<file path="src/rtl/pong_match_ctrl_if.sv">
// Signal bundle between the Pong datapath (master) and the match sequencer (slave).
interface pong_match_ctrl_if;
    logic       frame_tick;
    logic       start_btn;
    logic       miss_player;
    logic       miss_opponent;
    logic       pause_btn;
    logic       ball_reset;
    logic       ball_move_en;
    logic       paddle_move_en;
    logic       serve_dir;
    logic [7:0] score;
    logic       game_over;
    logic [2:0] state;

    modport master (
        output frame_tick, start_btn, miss_player, miss_opponent, pause_btn,
        input  ball_reset, ball_move_en, paddle_move_en, serve_dir, score, game_over, state
    );

    modport slave (
        input  frame_tick, start_btn, miss_player, miss_opponent, pause_btn,
        output ball_reset, ball_move_en, paddle_move_en, serve_dir, score, game_over, state
    );
endinterface

</file>
<file path="src/rtl/pong_match_ctrl.sv">
// Pong match sequencer: serve countdown, point scoring and game-over handling.
// Optional pause support is compiled in when PONG_PAUSE_EN is defined.
module pong_match_ctrl #(
    parameter int SERVE_FRAMES = 60,
    parameter int WIN_SCORE    = 7
) (
    input  logic              clk,
    input  logic              rst_n,
    pong_match_ctrl_if.slave  bus
);

    typedef enum logic [2:0] {
        IDLE      = 3'd0,
        SERVE     = 3'd1,
        PLAY      = 3'd2,
        POINT     = 3'd3,
        GAME_OVER = 3'd4
    } state_e;

    localparam logic [7:0] SERVE_CNT = 8'(SERVE_FRAMES);
    localparam logic [3:0] WIN_NIB   = 4'(WIN_SCORE);

    state_e     state_q, state_d;
    logic [7:0] score_q, score_d;
    logic [7:0] cnt_q, cnt_d;
    logic       start_btn_q, start_btn_d;
    logic       scorer_q, scorer_d;          // 1 = player scored the pending point
    logic       serve_dir_q, serve_dir_d;
    logic       ball_reset_q, ball_reset_d;
    logic       ball_move_en_q, ball_move_en_d;
    logic       paddle_move_en_q, paddle_move_en_d;
    logic       game_over_q, game_over_d;

    logic       start_rise;
    logic       tick;
    logic       miss_p;
    logic       miss_o;
    logic       halted;
    logic [3:0] nib;

`ifdef PONG_PAUSE_EN
    logic       paused_q, paused_d;
    logic       pause_btn_q, pause_btn_d;
    assign halted = paused_q;
`else
    logic       unused_pause_btn;
    assign unused_pause_btn = bus.pause_btn;
    assign halted = 1'b0;
`endif

    assign start_rise = bus.start_btn & ~start_btn_q;
    assign tick       = bus.frame_tick & ~halted;
    assign miss_p     = bus.miss_player & ~halted;
    assign miss_o     = bus.miss_opponent & ~halted;

    // NOTE: every combinational output gets a default first so no path leaves it unassigned (no latch).
    always_comb begin
        state_d      = state_q;
        score_d      = score_q;
        cnt_d        = cnt_q;
        scorer_d     = scorer_q;
        serve_dir_d  = serve_dir_q;
        ball_reset_d = 1'b0;
        start_btn_d  = bus.start_btn;
        nib          = 4'd0;

        case (state_q)
            IDLE, GAME_OVER: begin
                if (start_rise) begin
                    state_d      = SERVE;
                    score_d      = 8'h00;
                    cnt_d        = SERVE_CNT;
                    ball_reset_d = 1'b1;
                    serve_dir_d  = 1'b0;
                end
            end
            SERVE: begin
                if (tick) begin
                    cnt_d = cnt_q - 8'd1;
                    if (cnt_q <= 8'd1) state_d = PLAY;
                end
            end
            PLAY: begin
                if (miss_p && miss_o) begin
                    state_d      = SERVE;
                    cnt_d        = SERVE_CNT;
                    ball_reset_d = 1'b1;
                end else if (miss_p) begin
                    state_d  = POINT;
                    scorer_d = 1'b0;
                end else if (miss_o) begin
                    state_d  = POINT;
                    scorer_d = 1'b1;
                end
            end
            POINT: begin
                if (scorer_q) begin
                    nib          = score_q[3:0] + 4'd1;
                    score_d[3:0] = nib;
                end else begin
                    nib          = score_q[7:4] + 4'd1;
                    score_d[7:4] = nib;
                end
                if (nib == WIN_NIB) begin
                    state_d = GAME_OVER;
                end else begin
                    state_d      = SERVE;
                    cnt_d        = SERVE_CNT;
                    ball_reset_d = 1'b1;
                    serve_dir_d  = scorer_q;   // serve toward the side that conceded
                end
            end
            default: state_d = IDLE;
        endcase
    end

`ifdef PONG_PAUSE_EN
    always_comb begin
        pause_btn_d = bus.pause_btn;
        paused_d    = paused_q;
        if ((state_q == SERVE || state_q == PLAY) && bus.pause_btn && !pause_btn_q)
            paused_d = ~paused_q;
        if (state_d != SERVE && state_d != PLAY)
            paused_d = 1'b0;
    end
`endif

    // Enables are derived from the next state so they change on the same edge as state.
    always_comb begin
        paddle_move_en_d = (state_d == SERVE) || (state_d == PLAY);
        ball_move_en_d   = (state_d == PLAY);
        game_over_d      = (state_d == GAME_OVER);
`ifdef PONG_PAUSE_EN
        if (paused_d) begin
            paddle_move_en_d = 1'b0;
            ball_move_en_d   = 1'b0;
        end
`endif
    end

    // NOTE: reset is synchronous, so it only takes effect on a clock edge.
    // NOTE: state registers use non-blocking assignments so all flops update together.
    always_ff @(posedge clk) begin
        if (!rst_n) begin
            state_q          <= IDLE;
            score_q          <= 8'h00;
            cnt_q            <= 8'd0;
            start_btn_q      <= 1'b0;
            scorer_q         <= 1'b0;
            serve_dir_q      <= 1'b0;
            ball_reset_q     <= 1'b0;
            ball_move_en_q   <= 1'b0;
            paddle_move_en_q <= 1'b0;
            game_over_q      <= 1'b0;
`ifdef PONG_PAUSE_EN
            paused_q         <= 1'b0;
            pause_btn_q      <= 1'b0;
`endif
        end else begin
            state_q          <= state_d;
            score_q          <= score_d;
            cnt_q            <= cnt_d;
            start_btn_q      <= start_btn_d;
            scorer_q         <= scorer_d;
            serve_dir_q      <= serve_dir_d;
            ball_reset_q     <= ball_reset_d;
            ball_move_en_q   <= ball_move_en_d;
            paddle_move_en_q <= paddle_move_en_d;
            game_over_q      <= game_over_d;
`ifdef PONG_PAUSE_EN
            paused_q         <= paused_d;
            pause_btn_q      <= pause_btn_d;
`endif
        end
    end

    assign bus.ball_reset     = ball_reset_q;
    assign bus.ball_move_en   = ball_move_en_q;
    assign bus.paddle_move_en = paddle_move_en_q;
    assign bus.serve_dir      = serve_dir_q;
    assign bus.score          = score_q;
    assign bus.game_over      = game_over_q;
    assign bus.state          = state_q;

endmodule

</file>
<file path="src/flat_wrapper.sv">
// flat-port wrapper written by rule: the top's interface ports become plain ports
module pong_match_ctrl_flat 
#(
    parameter int SERVE_FRAMES = 60,
    parameter int WIN_SCORE    = 7
)
  (clk, rst_n, bus_frame_tick, bus_start_btn, bus_miss_player, bus_miss_opponent, bus_pause_btn, bus_ball_reset, bus_ball_move_en, bus_paddle_move_en, bus_serve_dir, bus_score, bus_game_over, bus_state);
  pong_match_ctrl_if bus_i ();
  input  logic clk;
  input  logic rst_n;
  input wire logic [$bits(bus_i.frame_tick)-1:0] bus_frame_tick;
  input wire logic [$bits(bus_i.start_btn)-1:0] bus_start_btn;
  input wire logic [$bits(bus_i.miss_player)-1:0] bus_miss_player;
  input wire logic [$bits(bus_i.miss_opponent)-1:0] bus_miss_opponent;
  input wire logic [$bits(bus_i.pause_btn)-1:0] bus_pause_btn;
  output wire logic [$bits(bus_i.ball_reset)-1:0] bus_ball_reset;
  output wire logic [$bits(bus_i.ball_move_en)-1:0] bus_ball_move_en;
  output wire logic [$bits(bus_i.paddle_move_en)-1:0] bus_paddle_move_en;
  output wire logic [$bits(bus_i.serve_dir)-1:0] bus_serve_dir;
  output wire logic [$bits(bus_i.score)-1:0] bus_score;
  output wire logic [$bits(bus_i.game_over)-1:0] bus_game_over;
  output wire logic [$bits(bus_i.state)-1:0] bus_state;
  assign bus_i.frame_tick = bus_frame_tick;
  assign bus_i.start_btn = bus_start_btn;
  assign bus_i.miss_player = bus_miss_player;
  assign bus_i.miss_opponent = bus_miss_opponent;
  assign bus_i.pause_btn = bus_pause_btn;
  assign bus_ball_reset = bus_i.ball_reset;
  assign bus_ball_move_en = bus_i.ball_move_en;
  assign bus_paddle_move_en = bus_i.paddle_move_en;
  assign bus_serve_dir = bus_i.serve_dir;
  assign bus_score = bus_i.score;
  assign bus_game_over = bus_i.game_over;
  assign bus_state = bus_i.state;
  pong_match_ctrl #(.SERVE_FRAMES(SERVE_FRAMES), .WIN_SCORE(WIN_SCORE)) u_core (.clk(clk), .rst_n(rst_n), .bus(bus_i));
endmodule
</file>
<file path="config.mk">
export PLATFORM = sky130hd
export DESIGN_NAME = pong_match_ctrl_flat
export DESIGN_NICKNAME = d
export VERILOG_FILES = /design/src/rtl/pong_match_ctrl_if.sv /design/src/rtl/pong_match_ctrl.sv /design/src/flat_wrapper.sv
export SDC_FILE = /design/constraint.sdc
export NUM_CORES = 1
export LEC_CHECK = 0
export BUFFER_PORTS_ARGS = -buffer_cell sky130_fd_sc_hd__clkbuf_2
export CAP_MARGIN = 10
export CORE_MARGIN = 8
export CORE_UTILIZATION = 24
export DETAILED_ROUTE_END_ITERATION = 16
export PLACE_DENSITY = 0.37
export SETUP_SLACK_MARGIN = 0.4
export SLEW_MARGIN = 0
export SYNTH_ARGS = -nofsm -noshare
export SYNTH_HDL_FRONTEND = slang
export SYNTH_SLANG_ARGS = --single-unit
export TNS_END_PERCENT = 30
</file>
<file path="constraint.sdc">
create_clock -name clk -period 5.1 [get_ports clk]
set_clock_uncertainty 0.1 [all_clocks]
set_input_delay 0.255 -clock clk [delete_from_list [all_inputs] [get_ports clk]]
set_output_delay 0.255 -clock clk [all_outputs]
set_load 0.005 [all_outputs]
</file>
Word-level counts from Yosys, hierarchy flattened:

Cells that the tools add are included.

* register bits after elaboration: 26
* input port bits: 7
* output and inout port bits: 16
* word-level logic and storage cells: 72

* add/subtract/negate cells: 3
* $lt $le $gt $ge: 1
* equal/unequal tests: 14
* mux-type cells: 28
* bitwise operators: 3
* reductions and logical operators: 12

Operator list (number)
* $mux 8: 5
* $pmux 8 s4: 1
* $mux 3: 7
* $mux 4: 4
* $pmux 8 s2: 1
* $pmux 3 s4: 1
* $reduce_and 3->1: 4
* $eq 3x2->1 const B: 3
* $add 4x1->4 const B: 2
* $le 8x1->1 const B: 1
* $sub 8x1->8 const B: 1
* $mux 1: 7
* $eq 3x1->1 const B: 2
* $eq 3x3->1 const B: 2
* $ne 2x1->1 const B: 3
* $ne 2x2->1 const B: 3
* $reduce_and 5->1: 1
* $eq 4x3->1 const B: 1
* $reduce_bool 2->1: 2
* $reduce_bool 4->1: 1
* $logic_not 3->1: 1
* $pmux 1 s3: 1
* $not 1->1: 2
* $pmux 1 s2: 1
* 4 further kinds: 4

Depth between registers and ports, before layout:

* depth in word-level cells: 8
* depth in mapped cells: 8
* depth with buffers taken out: 7

Least setup slack after synthesis:

No wires, ideal clock.

* path type: flip-flop to flip-flop
* start: register u_core.state_q[1] (netlist: u_core.bus.state[1])
* end: register u_core.cnt_q[3]
* setup time: 0.079 ns
* data arrival time: 1.738 ns
* required time: 4.921 ns
* path slack: 3.183 ns
* stages on the path, launching flop included: 9
* cell sequence: dfxtp_1 -> buf_6 -> or4b_4 -> buf_6 -> o211ai_4 -> o211ai_4 -> buf_6 -> a21o_1 -> a211oi_2

* word-level cells in the longest chain between the ends: 4
* elaborated cells on any way between the ends: 13
* classes of those cells: eq/ne (8); mux (1); reduce/logical (4)

Ends and longest elaborated chain
* start, declared: RTL line pong_match_ctrl.sv:23 `state_e state_q, state_d;`
* start signal, assigned: RTL line pong_match_ctrl.sv:160 `state_q <= state_d;`
* $eq 3x3->1 or $logic_not 3->1 (tied branches): RTL line pong_match_ctrl.sv:67 `case (state_q)`
* $reduce_or 2->1: RTL line pong_match_ctrl.sv:67
* $reduce_bool 4->1 (no line) or $ne 2x1->1 (tied branches)
* $reduce_and 5->1 (no line)
* end signal, assigned: RTL line pong_match_ctrl.sv:162 `cnt_q <= cnt_d;`
* end, declared: RTL line pong_match_ctrl.sv:25 `logic [7:0] cnt_q, cnt_d;`

Parallel ways exist; a longest one is shown, timed or not.
A chain may end at the register's enable or synchronous reset.

Worst setup path in the final report:

* start: register u_core.state_q[1] (netlist: u_core.bus.state[1])
* end: register u_core.ball_move_en_q (netlist: u_core.bus.ball_move_en)

* word-level cells in the longest chain between the ends: 5
* elaborated cells on any way between the ends: 14
* classes of those cells: eq/ne (5); mux (7); reduce/logical (2)

Ends and longest elaborated chain
* $mux 3: RTL line pong_match_ctrl.sv:91 `end else if (miss_o) begin`
* $mux 3: RTL line pong_match_ctrl.sv:88 `end else if (miss_p) begin`
* $mux 3: RTL line pong_match_ctrl.sv:84 `if (miss_p && miss_o) begin`
* $pmux 3 s4 *: RTL line pong_match_ctrl.sv:67
* $eq 3x2->1 *: RTL line pong_match_ctrl.sv:131 `ball_move_en_d = (state_d == PLAY);`
* end signal, assigned: RTL line pong_match_ctrl.sv:167 `ball_move_en_q <= ball_move_en_d;`
* end, declared: RTL line pong_match_ctrl.sv:30 `logic ball_move_en_q, ball_move_en_d;`

Mark *: on every way between the ends. The rest lies on a longest branch, timed or not.

==> run_results.csv <==
group,metric,value,unit
power,cellPowerDensity,297,mW/mm2
route,drcViolationCount,0,
synth,yosysMostFrequentCell,"dfxtp_1",
route,num_vias,1222,
sta,period_needed,2.33,ns
setup_path,cp_max_fo,13,
cts,htree_levels,1,
synth,ys.flop_type,"dfxtp_1",
power,power_leakage,0.649,nW
cells_and_area,layout.nets,196,
placed_design,gp_congestion,0.769,
floorplanning,core_area,0.00578,mm2
cells_and_area,final.fill_count,638,
cts,post-cts-setup-buffers,0,
setup_path,crit_type,"reg -> reg",
setup_path,timing.rr.start,"u_core.bus.state[1]",
synth,synth-seq-cells,26,
sta,maxSlewHeadroom,0.515,
synth,yosysWarnings,0,
sta,worstMarginPinSlew,0.727,ns
global_route,grt_pass1_wl,6.18,mm
cells_and_area,ff_latch_area,520,um2
synth,synth_nets,177,
sta,setup_violations,0,
setup_path,cp-startpoint,"u_core.bus.state[1]",
global_route,antenna_found_initial,0,
cts,holdBufCountCts,0,
floorplanning,die_y,92.5,um
global_route,track_usage,0.0889,
synth,synthesis.area,0.00140,mm2
sta,rsz0062_at_grt,"no",
floorplanning,ios,23,
setup_path,r2r-end,"u_core.bus.ball_move_en",
synth,yosysTopAreaCell,"dfxtp_1",
cells_and_area,multiInputGateArea,811,um2
route,antenna_left,0,
cts,clk_latency,0.27,ns
route,wl_per_cell,14.0,um
setup_path,reg2reg_depth,5,
synth,avgSynthCellArea,8.51,um2
synth,synthTopCellsByCount,"dfxtp_1 (26), nor2_1 (19), a21oi_1 (17)",
cells_and_area,antenna_cells,0,
sta,fin_crit_sh,0.457,
setup_path,crit_arrival,2.38,ns
setup_path,critPathRequiredTime,5.15,ns
worst_hold_path,hp-start,"bus_start_btn",
synth,synth_top_area_share,0.371,
sta,tns,0,ns
cts,cts.clk_slew.worst_paths,0.10,ns
worst_hold_path,holdCritPathClass,"in -> reg",
cts,clk_path_buf_depth,2,
cells_and_area,drive_above_1_share,0.180,
synth,async_reset_ff_frac,0,
cts,cts_tree,"done",
synth,ys_seq_area_frac,0.371,
cts,cts_buffers,3,
floorplanning,initial_core_util,0.243,
sta,holdWs,0.109,ns
floorplanning,chipWidth,92.5,um
power,power.total,0.477,mW
worst_hold_path,holdPathEnd,"u_core.start_btn_q",
power,peakVddDrop,115,uV
cts,cts-resized-gates,0,
run_status,status,"finished clean",
cts,cts.sinks,26,
global_route,first_global_vias,1270,
setup_path,worstPathCellList,"and3b_1 -> nand4_1 -> o211ai_4 -> nand3_1 -> a2111oi_0",
sta,finalHoldViolations,0,
sta,drv_slew,0,
global_route,grt_max_degree,21,
synth,synthCells,165,
route,wl,3.61,mm
synth,yosysUniqueCellTypes,45,
synth,ys_top_cells_by_area,"dfxtp_1 (37%), a21oi_1 (6.1%), nand3_1 (5.3%)",
route,first_pass_iters,4,
setup_path,slowest_delay,0.57,ns
setup_path,crit_slowest_cell,"dfxtp_1",
floorplanning,placementRows,28,
route,avgViaCountPerCell,4.74,
placed_design,port-buffer-count,21,
route,drt_iter0_markers,33,
synth,synth_edf_count,0,
cells_and_area,syn_to_final_growth,14.5,%
floorplanning,dieArea,0.00855,mm2
setup_path,crit_path_start_kind,"flop",
placed_design,dp_hpwl,2.61,mm
global_route,gr-total-overflow,0,
cts,cts_root_buffer,"clkbuf_8",
worst_hold_path,min_path_cells,3,
sta,fmax,0.429,GHz
setup_path,critPathCaptureType,"flop",
flow_run,cap_violations,0,
setup_path,rrSetupSlack,2.77,ns
## sequential cells by signal, indices dropped and copies added (netlist names)
name	flops
u_core.scorer_q	1
u_core.cnt_q	8
u_core.bus.serve_dir	1
u_core.bus.score	8
u_core.start_btn_q	1
u_core.bus.state	3
u_core.bus.paddle_move_en	1
u_core.bus.game_over	1
u_core.bus.ball_move_en	1
u_core.bus.ball_reset	1
## stage by stage
stage	setup slack, ns	cells	utilization	instance area [um2]
floorplan	3.18	165	-	1400
global placement	2.81	254	0.269	1550
finish	2.77	258	0.278	1610
detailed placement	2.75	254	0.269	1550
CTS	2.71	258	0.278	1610
global route	2.47	258	0.278	1610
## critical path, delay by kind of cell (launching register included)
kind | cells | cell delay [ns]
AOI/OAI and AO/OA | 2 | 0.82
and+or+nand+nor | 3 | 0.72
DFF | 1 | 0.57
## cell type report
cell class,count,area share
tap,75,0.0584
sequential,26,0.324
multi-input combinational,126,0.504
timing repair buffer,21,0.0654
clock buffer,4,0.0342
inverter,6,0.0140
## worst max-delay path by stage
stage / slack [ns] / end / cells after the start
2_1_floorplan: 3.18 / u_core.cnt_q[3] / 8
3_3_place_gp: 2.81 / u_core.bus.ball_move_en / 5
3_5_place_dp: 2.75 / u_core.bus.ball_move_en / 5
4_1_cts: 2.71 / u_core.bus.ball_move_en / 5
5_1_grt: 2.47 / u_core.bus.ball_move_en / 5
6_report: 2.77 / u_core.bus.ball_move_en / 5
## report_power, final
part / internal (mW) / switching [mW]
combinational: 0.0441 / 0.0651
sequential: 0.218 / 0.0162
clock: 0.0690 / 0.0653
## metal layers
layer | track usage | wire length (um) | vias to the layer above
li1 | - | - | 631
met1 | 0.107 | 1720 | 574
met2 | 0.154 | 1740 | 15
met3 | 0.0243 | 122 | 2
met4 | 0.0201 | 22 | 0
met5 | 0 | 0 | -
## cell families after synthesis
kind of cell    after synthesis  synth area share
xor+xnor                      3            0.0241
simple gates                 73             0.283
mux                           2            0.0143
fa+ha+maj                     5            0.0446
flops                        26             0.371
compound gates               43             0.212
buf+inv                      13            0.0517
## cell usage in the layout, fill, tap and decap left out, types with 3 or more instances in the layout
cell       n
a21oi_1   17
clkbuf_2  21
clkbuf_8   4
dfxtp_1   26
ha_1       5
inv_1      6
nand2_1   12
nand2b_1   4
nand3_1   15
nor2_1    19
nor3_1     3
nor3b_1    3
o21ai_0    7
o21ai_1    4
Power figures use the tool's default switching activity.
